File: src/rtl/mul4_tournament_sequencer.sv
// ---------------------------------------------------------------------------
// mul4_tournament_sequencer
//
// Scores a bank of candidate 2x2-bit vector multiplier datapaths and reports
// the fittest one. The block drives an exhaustive 16-lane stimulus onto the
// shared candidate bus, steps cand_sel through the candidates, registers each
// candidate's four 16-bit product outputs, and scores them against the golden
// product by counting matching bits (0..64 per candidate).
//
// Ports
//   clk              : rising-edge clock
//   rst_n            : asynchronous active-low reset
//   start            : request a tournament (honoured only while idle)
//   abort            : cancel a running scan, no result is published
//   cand_sel         : candidate index driven to the external mux
//   a1, a0, b1, b0   : 16-lane stimulus vectors (zero when not scanning)
//   y3, y2, y1, y0   : selected candidate's product bits, one lane per bit
//   busy             : high while candidates are being evaluated/scored
//   done             : one-cycle pulse, win_* valid in the same cycle
//   win_idx, win_fit : best candidate and its fitness, held until next done
//   perfect          : win_fit == 64, held with the result
// ---------------------------------------------------------------------------
module mul4_tournament_sequencer #(
   parameter int N_CAND     = 8,
   parameter int IDX_W      = $clog2(N_CAND),
   parameter bit EARLY_EXIT = 1'b1
) (
   input  logic             clk,
   input  logic             rst_n,
   input  logic             start,
   input  logic             abort,
   output logic [IDX_W-1:0] cand_sel,
   output logic [15:0]      a1,
   output logic [15:0]      a0,
   output logic [15:0]      b1,
   output logic [15:0]      b0,
   input  logic [15:0]      y3,
   input  logic [15:0]      y2,
   input  logic [15:0]      y1,
   input  logic [15:0]      y0,
   output logic             busy,
   output logic             done,
   output logic [IDX_W-1:0] win_idx,
   output logic [6:0]       win_fit,
   output logic             perfect
);

   // Sequencer states
   localparam logic [1:0] S_IDLE  = 2'd0;
   localparam logic [1:0] S_EVAL  = 2'd1;
   localparam logic [1:0] S_SCORE = 2'd2;
   localparam logic [1:0] S_DONE  = 2'd3;

   // Lane i carries a = i[3:2], b = i[1:0]; these are the operand bit planes
   localparam logic [15:0] STIM_A1 = 16'hFF00;
   localparam logic [15:0] STIM_A0 = 16'hF0F0;
   localparam logic [15:0] STIM_B1 = 16'hCCCC;
   localparam logic [15:0] STIM_B0 = 16'hAAAA;

   // Product bit planes of a*b over the same 16 lanes
   localparam logic [15:0] GOLD_3 = 16'h8000;
   localparam logic [15:0] GOLD_2 = 16'h4C00;
   localparam logic [15:0] GOLD_1 = 16'h6AC0;
   localparam logic [15:0] GOLD_0 = 16'hA0A0;

   localparam logic [IDX_W-1:0] LAST_IDX = IDX_W'(N_CAND - 1);
   localparam logic [6:0]       FIT_MAX  = 7'd64;

   logic [1:0]       state;
   logic [1:0]       state_nxt;
   logic [IDX_W-1:0] idx;
   logic [IDX_W-1:0] best_idx;
   logic [6:0]       best_fit;
   logic [15:0]      cap_y3;
   logic [15:0]      cap_y2;
   logic [15:0]      cap_y1;
   logic [15:0]      cap_y0;
   logic             busy_q;
   logic             done_q;

   logic [6:0]       fit;
   logic             fit_better;
   logic [6:0]       best_fit_nxt;
   logic [IDX_W-1:0] best_idx_nxt;
   logic             scan_last;

   // Number of ones in a 16-bit word, 0..16
   function automatic logic [4:0] popcount16(input logic [15:0] v);
      logic [4:0] c;
      c = 5'd0;
      for (int i = 0; i < 16; i++) begin
         c = c + {4'd0, v[i]};
      end
      return c;
   endfunction

   // Fitness of the candidate captured during EVAL: count of product bits
   // that agree with the golden product over all lanes. Only meaningful in
   // SCORE, when the capture registers hold the current candidate.
   always_comb begin
      fit = {2'd0, popcount16(~(cap_y3 ^ GOLD_3))}
          + {2'd0, popcount16(~(cap_y2 ^ GOLD_2))}
          + {2'd0, popcount16(~(cap_y1 ^ GOLD_1))}
          + {2'd0, popcount16(~(cap_y0 ^ GOLD_0))};
   end

   // Best-so-far tracking. A strict comparison means an equal score never
   // displaces an earlier candidate, so ties resolve to the lower index.
   // The scan ends on the last candidate, or on a perfect score when early
   // exit is enabled.
   always_comb begin
      fit_better   = (fit > best_fit);
      best_fit_nxt = fit_better ? fit : best_fit;
      best_idx_nxt = fit_better ? idx : best_idx;
      scan_last    = (EARLY_EXIT && (fit == FIT_MAX)) || (idx == LAST_IDX);
   end

   // Next-state logic. Abort wins over everything while scanning and is
   // ignored in IDLE and DONE; start is only looked at in IDLE, so a start
   // arriving mid-scan or during DONE is simply dropped.
   always_comb begin
      state_nxt = state;
      case (state)
         S_IDLE: begin
            if (start) state_nxt = S_EVAL;
         end
         S_EVAL: begin
            state_nxt = abort ? S_IDLE : S_SCORE;
         end
         S_SCORE: begin
            if (abort)          state_nxt = S_IDLE;
            else if (scan_last) state_nxt = S_DONE;
            else                state_nxt = S_EVAL;
         end
         S_DONE: begin
            state_nxt = S_IDLE;
         end
         default: begin
            state_nxt = S_IDLE;
         end
      endcase
   end

   // State register plus registered busy/done flags. The flags are computed
   // from the next state so they line up exactly with EVAL/SCORE and DONE
   // without any decode logic on the outputs.
   always_ff @(posedge clk or negedge rst_n) begin
      if (!rst_n) begin
         state  <= S_IDLE;
         busy_q <= 1'b0;
         done_q <= 1'b0;
      end else begin
         state  <= state_nxt;
         busy_q <= (state_nxt == S_EVAL) || (state_nxt == S_SCORE);
         done_q <= (state_nxt == S_DONE);
      end
   end

   // Candidate index. It is cleared when a tournament starts, advanced only
   // when SCORE moves on to another EVAL, and otherwise left alone, which is
   // why cand_sel keeps showing the last candidate while idle.
   always_ff @(posedge clk or negedge rst_n) begin
      if (!rst_n) begin
         idx <= '0;
      end else if ((state == S_IDLE) && start) begin
         idx <= '0;
      end else if ((state == S_SCORE) && !abort && !scan_last) begin
         idx <= idx + IDX_W'(1);
      end
   end

   // Capture the selected candidate's outputs at the end of its EVAL cycle,
   // so scoring works from stable registers rather than the external mux.
   always_ff @(posedge clk or negedge rst_n) begin
      if (!rst_n) begin
         cap_y3 <= '0;
         cap_y2 <= '0;
         cap_y1 <= '0;
         cap_y0 <= '0;
      end else if ((state == S_EVAL) && !abort) begin
         cap_y3 <= y3;
         cap_y2 <= y2;
         cap_y1 <= y1;
         cap_y0 <= y0;
      end
   end

   // Best-so-far registers: zeroed at start so an all-zero-scoring bank
   // reports candidate 0 with fitness 0, then updated every SCORE cycle.
   always_ff @(posedge clk or negedge rst_n) begin
      if (!rst_n) begin
         best_fit <= '0;
         best_idx <= '0;
      end else if ((state == S_IDLE) && start) begin
         best_fit <= '0;
         best_idx <= '0;
      end else if ((state == S_SCORE) && !abort) begin
         best_fit <= best_fit_nxt;
         best_idx <= best_idx_nxt;
      end
   end

   // Published result. It is loaded on the edge that enters DONE, using the
   // best values including the final SCORE cycle's update, so win_* and
   // perfect are already valid while done is high. An aborted scan never
   // reaches this load, leaving the previous result in place.
   always_ff @(posedge clk or negedge rst_n) begin
      if (!rst_n) begin
         win_idx <= '0;
         win_fit <= '0;
         perfect <= 1'b0;
      end else if ((state == S_SCORE) && !abort && scan_last) begin
         win_idx <= best_idx_nxt;
         win_fit <= best_fit_nxt;
         perfect <= (best_fit_nxt == FIT_MAX);
      end
   end

   // Outputs. The stimulus vectors are gated by the registered busy flag,
   // so each bit is either a flop output or a constant zero.
   assign cand_sel = idx;
   assign busy     = busy_q;
   assign done     = done_q;
   assign a1       = busy_q ? STIM_A1 : 16'h0000;
   assign a0       = busy_q ? STIM_A0 : 16'h0000;
   assign b1       = busy_q ? STIM_B1 : 16'h0000;
   assign b0       = busy_q ? STIM_B0 : 16'h0000;

endmodule

File: config.mk
export PLATFORM = sky130hd
export DESIGN_NAME = mul4_tournament_sequencer
export DESIGN_NICKNAME = d
export VERILOG_FILES = /design/src/rtl/mul4_tournament_sequencer.sv
export SDC_FILE = /design/constraint.sdc
export NUM_CORES = 1
export LEC_CHECK = 0
export CORE_MARGIN = 3
export CORE_UTILIZATION = 30
export CTS_CLUSTER_DIAMETER = 60
export CTS_CLUSTER_SIZE = 16
export DETAILED_ROUTE_END_ITERATION = 7
export PLACE_DENSITY_LB_ADDON = 0.1
export SLEW_MARGIN = 20
export SYNTH_ARGS = -nofsm -noshare
export SYNTH_HDL_FRONTEND = slang
export SYNTH_SLANG_ARGS = --single-unit
File: constraint.sdc
create_clock -name clk -period 22.2 [get_ports clk]
set_clock_uncertainty 0.15 [all_clocks]
set_input_delay 6.66 -clock clk [delete_from_list [all_inputs] [get_ports clk]]
set_output_delay 6.66 -clock clk [all_outputs]
set_load 0.1 [all_outputs]
# --- Word level (Yosys, flattened, before mapping) ---
# Index checks and enable logic that the tools add are counted.
totals:
  out_inout_bits: 80
  reg_bits: 92
  inputBits: 68
  word_cells: 124
op_classes:
  n_mux: 17
  eq_ne: 9
  magnitude_cmp: 1
  n_reduce_logical: 12
  add_sub_neg: 64
  n_bitwise: 8
op_table:
  columns: ["cell", "count"]
  rows:
  - ["adder 5 x 1 -> 5 bit", 44]
  - ["two-way mux 16 bit", 4]
  - ["inverter 16 bit", 4]
  - ["two-way mux 7 bit", 3]
  - ["adder 4 x 1 -> 5 bit", 4]
  - ["adder 3 x 1 -> 4 bit", 4]
  - ["two-way mux 3 bit", 5]
  - ["== test 7 bit (second input constant)", 2]
  - ["adder 2 x 1 -> 3 bit", 4]
  - ["adder 1 x 1 -> 2 bit", 4]
  - ["== test 2 bit (second input constant)", 4]
  - ["two-way mux 2 bit", 4]
  - ["case mux 2 bit (4 select lines)", 1]
  - ["adder 6 x 5 -> 7 bit", 1]
  - ["adder 7 x 5 -> 7 bit", 1]
  - ["> comparator 7 bit", 1]
  - ["adder 5 x 5 -> 6 bit", 1]
  - ["inverter 6 bit", 1]
  - ["logical AND 1 bit", 5]
  - ["== test 2 x 1 -> 1 bit (second input constant)", 2]
  - ["inverter 4 bit", 1]
  - ["nonzero test 2 bit", 2]
  - ["adder 3 x 1 -> 3 bit (second input constant)", 1]
  - ["== test 3 bit (second input constant)", 1]
  - ["5 further kinds", 7]

# --- Longest topological paths before layout ---
depth:
  ltp_word: 27
  ltp_mapped: 29

# --- Worst setup path before layout ---
# OpenSTA, ideal clock, no wires.
synth_timing:
  kind: "register to output"
  startpoint: "reg busy_q (netlist: busy)"
  endpoint: "out a0[12]"
  n_path_buf: 1
  t_arrival_ns: 1.839
  setup_slack_ns: 13.551
  t_required_ns: 15.390
  path_stages_with_launch: 2
  path_cell_list: "dfrtp_1 buf_4"
synth_between:
  elab_chain_cells: 1
synth_rtl:
  columns: ["item", "line_no", "text"]
  rows:
  - ["from (decl)", "78", "logic busy_q;"]
  - ["from (signal assigned)", "154", "busy_q <= (state_nxt == S_EVAL) || (state_nxt == S_SCORE);"]
  - ["two-way mux 16 bit", "225", "assign a0 = busy_q ? STIM_A0 : 16'h0000;"]
  - ["to (decl)", "34", "output logic [15:0] a0,"]
# Every way passes these cells.

# --- Worst setup path after layout ---
layout_timing:
  startpoint: "reg busy_q (netlist: busy)"
  endpoint: "out b1[10]"
layout_between:
  elab_chain_cells: 1
layout_rtl:
  columns: ["item", "line_no", "text"]
  rows:
  - ["two-way mux 16 bit", "226", "assign b1 = busy_q ? STIM_B1 : 16'h0000;"]
  - ["to (decl)", "35", "output logic [15:0] b1,"]
# Every way passes these cells.

==> impl_metrics.yaml <==
clocking:
  cts_max_level: 3
  cts-root-buf: "sky130_fd_sc_hd__clkbuf_16"
  path_clk_slew_ns: 0.07
  cts_made_buffers: 9
  cts_num_sinks: 92
  cts.hold.buffers_added: 0
  cts_tree: "yes"
  ctsLongestPathBuffers: 2
  cts_post_setup_buffers_inserted: 0
  cts_resized: 0
  insertion_delay_ns: 0.34
yosys:
  ys_top_cells_by_area: "sky130_fd_sc_hd__dfrtp_1 38%, sky130_fd_sc_hd__fa_1 18%, sky130_fd_sc_hd__buf_4 8.0%"
  ys.flop_type: "sky130_fd_sc_hd__dfrtp_1"
  postSynthCellCount: 559
  async_set_or_reset_flop_fraction_in_the_synthesized_netlist: 1.00
  synth_sequential_area_ratio: 0.381
  ys_warn_count: 0
  synth.cell_area_mm2: 0.00604
  total_of_flip_flops_plus_latches_after_synthesis: 92
  yosys.cell_types.count: 44
  proportion_of_netlist_area_held_by_the_largest_area_contributor: 0.381
  avgSynthCellArea_um2: 10.8
  netlist.top_cell.by_area: "sky130_fd_sc_hd__dfrtp_1"
  synth_edf_count: 0
critical_path:
  timing.critical_path.arrival_ns: 2.51
  critical-path-max-stage-delay_ns: 1.28
  slowest_stage: "sky130_fd_sc_hd__clkdlybuf4s50_1"
  worst_ep_required_time_ns: 15.39
  timing.critical_path.buf_inv: 1
  critical_path_cell_count: 1
  reg2reg_start: "cap_y3[0]"
  critical_path.startpoint: "busy"
  path_delay_family: "buffers and inverters"
  critical_path.endpoint: "b1[10]"
  regToRegSetupSlack_ns: 14.00
  path_max_fanout: 33
  cp-start-kind: "flop"
  path_cells: "clkdlybuf4s50_1"
  setup.worst_path.end_class: "primary output"
  regToRegEndpoint: "win_fit[2]"
  setup.worst_path.class: "reg2out"
  r2r.worst_path.cells: 25
die:
  start_util: 0.308
  die_ht_um: 148
  die-width_um: 148
  fp.dieArea_mm2: 0.0219
  count_of_pins_on_the_block_boundary: 148
  floorplan.rows: 51
  floorplan.core_area_mm2: 0.0196
grt:
  initial_antenna_violation_count: 0
  globalRouteOverflowTotal: 0
  track_usage: 0.119
  grt_max_degree: 80
  wire_length_of_the_first_global_routing_pass_mm: 20.7
  via_count_of_the_first_global_routing_pass: 4133
drt:
  drt-total-wl_mm: 12.3
  drc: 0
  detailedRoute.firstPassIterationCount: 4
  routed-via-count: 3723
  wl_per_cell_um: 13.5
  vias_per_cell: 4.09
  detail-route-antenna-nets: 0
  drt_iter0_markers: 88
hold_path:
  hold_path_class: "reg2reg"
  hp-start: "best_idx[2]"
finish:
  layout-drive-gt1-share: 0.111
  area.growth.synth_to_final_pct: 22.9
  diodes: 0
  nets: 788
  stdcell_area_mm2: 0.00742
timing:
  layout_worst_path_cycle_share: 0.420
  finalSetupTns_ns: 0
  max_clock_freq_mhz: 107
  grt_setup_unrepaired: "false"
  worst_slew_pin_slew_ns: 0.978
  drv_slew: 0
  max-slew-margin-rel: 0.346
  setup_viol_count_final: 0
  finalHoldViolCount: 0
  period_needed_ns: 9.32
flow_run:
  maxCapViolations: 0
status:
  run_status: "finished clean"
placement:
  detailedPlacementHpwl_mm: 9.58
  port_buffers: 115
  placer_congestion: 0.777
  post_dp_cell_area_mm2: 0.00712
==> per-stage QoR <==
step / util / worst slack [ns] / cells / hold WS, ns
finish: 0.379 / 12.88 / 911 / 0.345
global route: 0.379 / 12.68 / 911 / 0.374
CTS: 0.379 / 12.79 / 911 / 0.352
detailed placement: 0.363 / 13.15 / 895 / 0.329
global placement: 0.363 / 13.26 / 895 / 0.332
floorplan: - / 13.55 / 590 / 0.312
==> layout make-up <==
class	count	area, µm²
inverter	109	409
timing repair buffer	118	1170
sequential	92	2300
tap	265	332
clock inverter	6	62.6
clock buffer	10	239
multi-input combinational	311	2910
fill	1954	12200
==> worst min-delay path by stage <==
stage / cells past startpoint / endpoint
final: 1 / best_idx[2]
after global routing: 1 / best_idx[2]
after CTS: 1 / best_idx[2]
after detailed placement: 1 / best_idx[0]
after global placement: 1 / best_idx[2]
after floorplan: 1 / best_idx[0]
==> kinds of logic after synthesis <==
kind of cell | count (synthesis) | synth area share
other cells | 1 | 0.000621
buf+inv | 187 | 0.158
xor+xnor | 1 | 0.00145
flops | 92 | 0.381
simple gates | 78 | 0.0576
compound gates | 78 | 0.0862
fa+ha+maj | 79 | 0.231
mux | 43 | 0.0844
==> registers in the layout (all words and copies together) (netlist names), 2 cells and up <==
register / count
cap_y0: 16
cap_y1: 16
cap_y2: 16
cap_y3: 16
best_fit: 7
win_fit: 7
best_idx: 3
cand_sel: 3
win_idx: 3
state: 2
==> metal layers <==
metal | GRT usage | routed length (µm) | vias up
li1 | - | - | 1818
met1 | 0.165 | 5930 | 1794
met2 | 0.187 | 5610 | 96
met3 | 0.0224 | 537 | 15
met4 | 0.0443 | 213 | 0
met5 | 0 | 0 | -
==> synth_stat cells (2+ instances only) <==
| cell type | n |
|---|---|
| sky130_fd_sc_hd__a211oi_1 | 2 |
| sky130_fd_sc_hd__a21oi_1 | 2 |
| sky130_fd_sc_hd__a22o_1 | 9 |
| sky130_fd_sc_hd__and2_1 | 2 |
| sky130_fd_sc_hd__buf_4 | 64 |
| sky130_fd_sc_hd__clkbuf_1 | 12 |
| sky130_fd_sc_hd__dfrtp_1 | 92 |
| sky130_fd_sc_hd__fa_1 | 54 |
| sky130_fd_sc_hd__ha_1 | 25 |
| sky130_fd_sc_hd__inv_1 | 109 |
| sky130_fd_sc_hd__mux2_2 | 35 |
| sky130_fd_sc_hd__mux2_4 | 7 |
| sky130_fd_sc_hd__nand2_1 | 43 |
| sky130_fd_sc_hd__nand3_1 | 4 |
| sky130_fd_sc_hd__nor2_1 | 14 |
| sky130_fd_sc_hd__nor3_1 | 3 |
| sky130_fd_sc_hd__nor3b_1 | 4 |
| sky130_fd_sc_hd__o21a_1 | 3 |
| sky130_fd_sc_hd__o21ai_0 | 48 |
| sky130_fd_sc_hd__o21ba_2 | 3 |
==> cell usage in the layout, fill, tap and decap left out, types with 2 or more instances in the layout <==
cell type | netlist | final
sky130_fd_sc_hd__conb_1 | 1 | 32
sky130_fd_sc_hd__clkdlybuf4s50_1 | 0 | 114
sky130_fd_sc_hd__nand3_1 | 4 | 4
sky130_fd_sc_hd__o21a_1 | 3 | 3
sky130_fd_sc_hd__a211oi_1 | 2 | 2
sky130_fd_sc_hd__buf_4 | 64 | 4
sky130_fd_sc_hd__and2_1 | 2 | 2
sky130_fd_sc_hd__inv_1 | 109 | 109
sky130_fd_sc_hd__clkbuf_16 | 0 | 9
sky130_fd_sc_hd__nand2_1 | 43 | 43
sky130_fd_sc_hd__o21ai_0 | 48 | 48
sky130_fd_sc_hd__nor3_1 | 3 | 3
sky130_fd_sc_hd__dfrtp_1 | 92 | 92
sky130_fd_sc_hd__mux2_2 | 35 | 35
sky130_fd_sc_hd__nor2_1 | 14 | 14
sky130_fd_sc_hd__nor3b_1 | 4 | 3
sky130_fd_sc_hd__a22o_1 | 9 | 9
sky130_fd_sc_hd__ha_1 | 25 | 25
sky130_fd_sc_hd__clkinv_2 | 0 | 3
sky130_fd_sc_hd__o21ba_2 | 3 | 3
sky130_fd_sc_hd__a21oi_1 | 2 | 2
sky130_fd_sc_hd__mux2_4 | 7 | 7
sky130_fd_sc_hd__fa_1 | 54 | 54
Power is not shown: default switching activity piles up to over one toggle a cycle in this logic, so the estimate is an artifact.
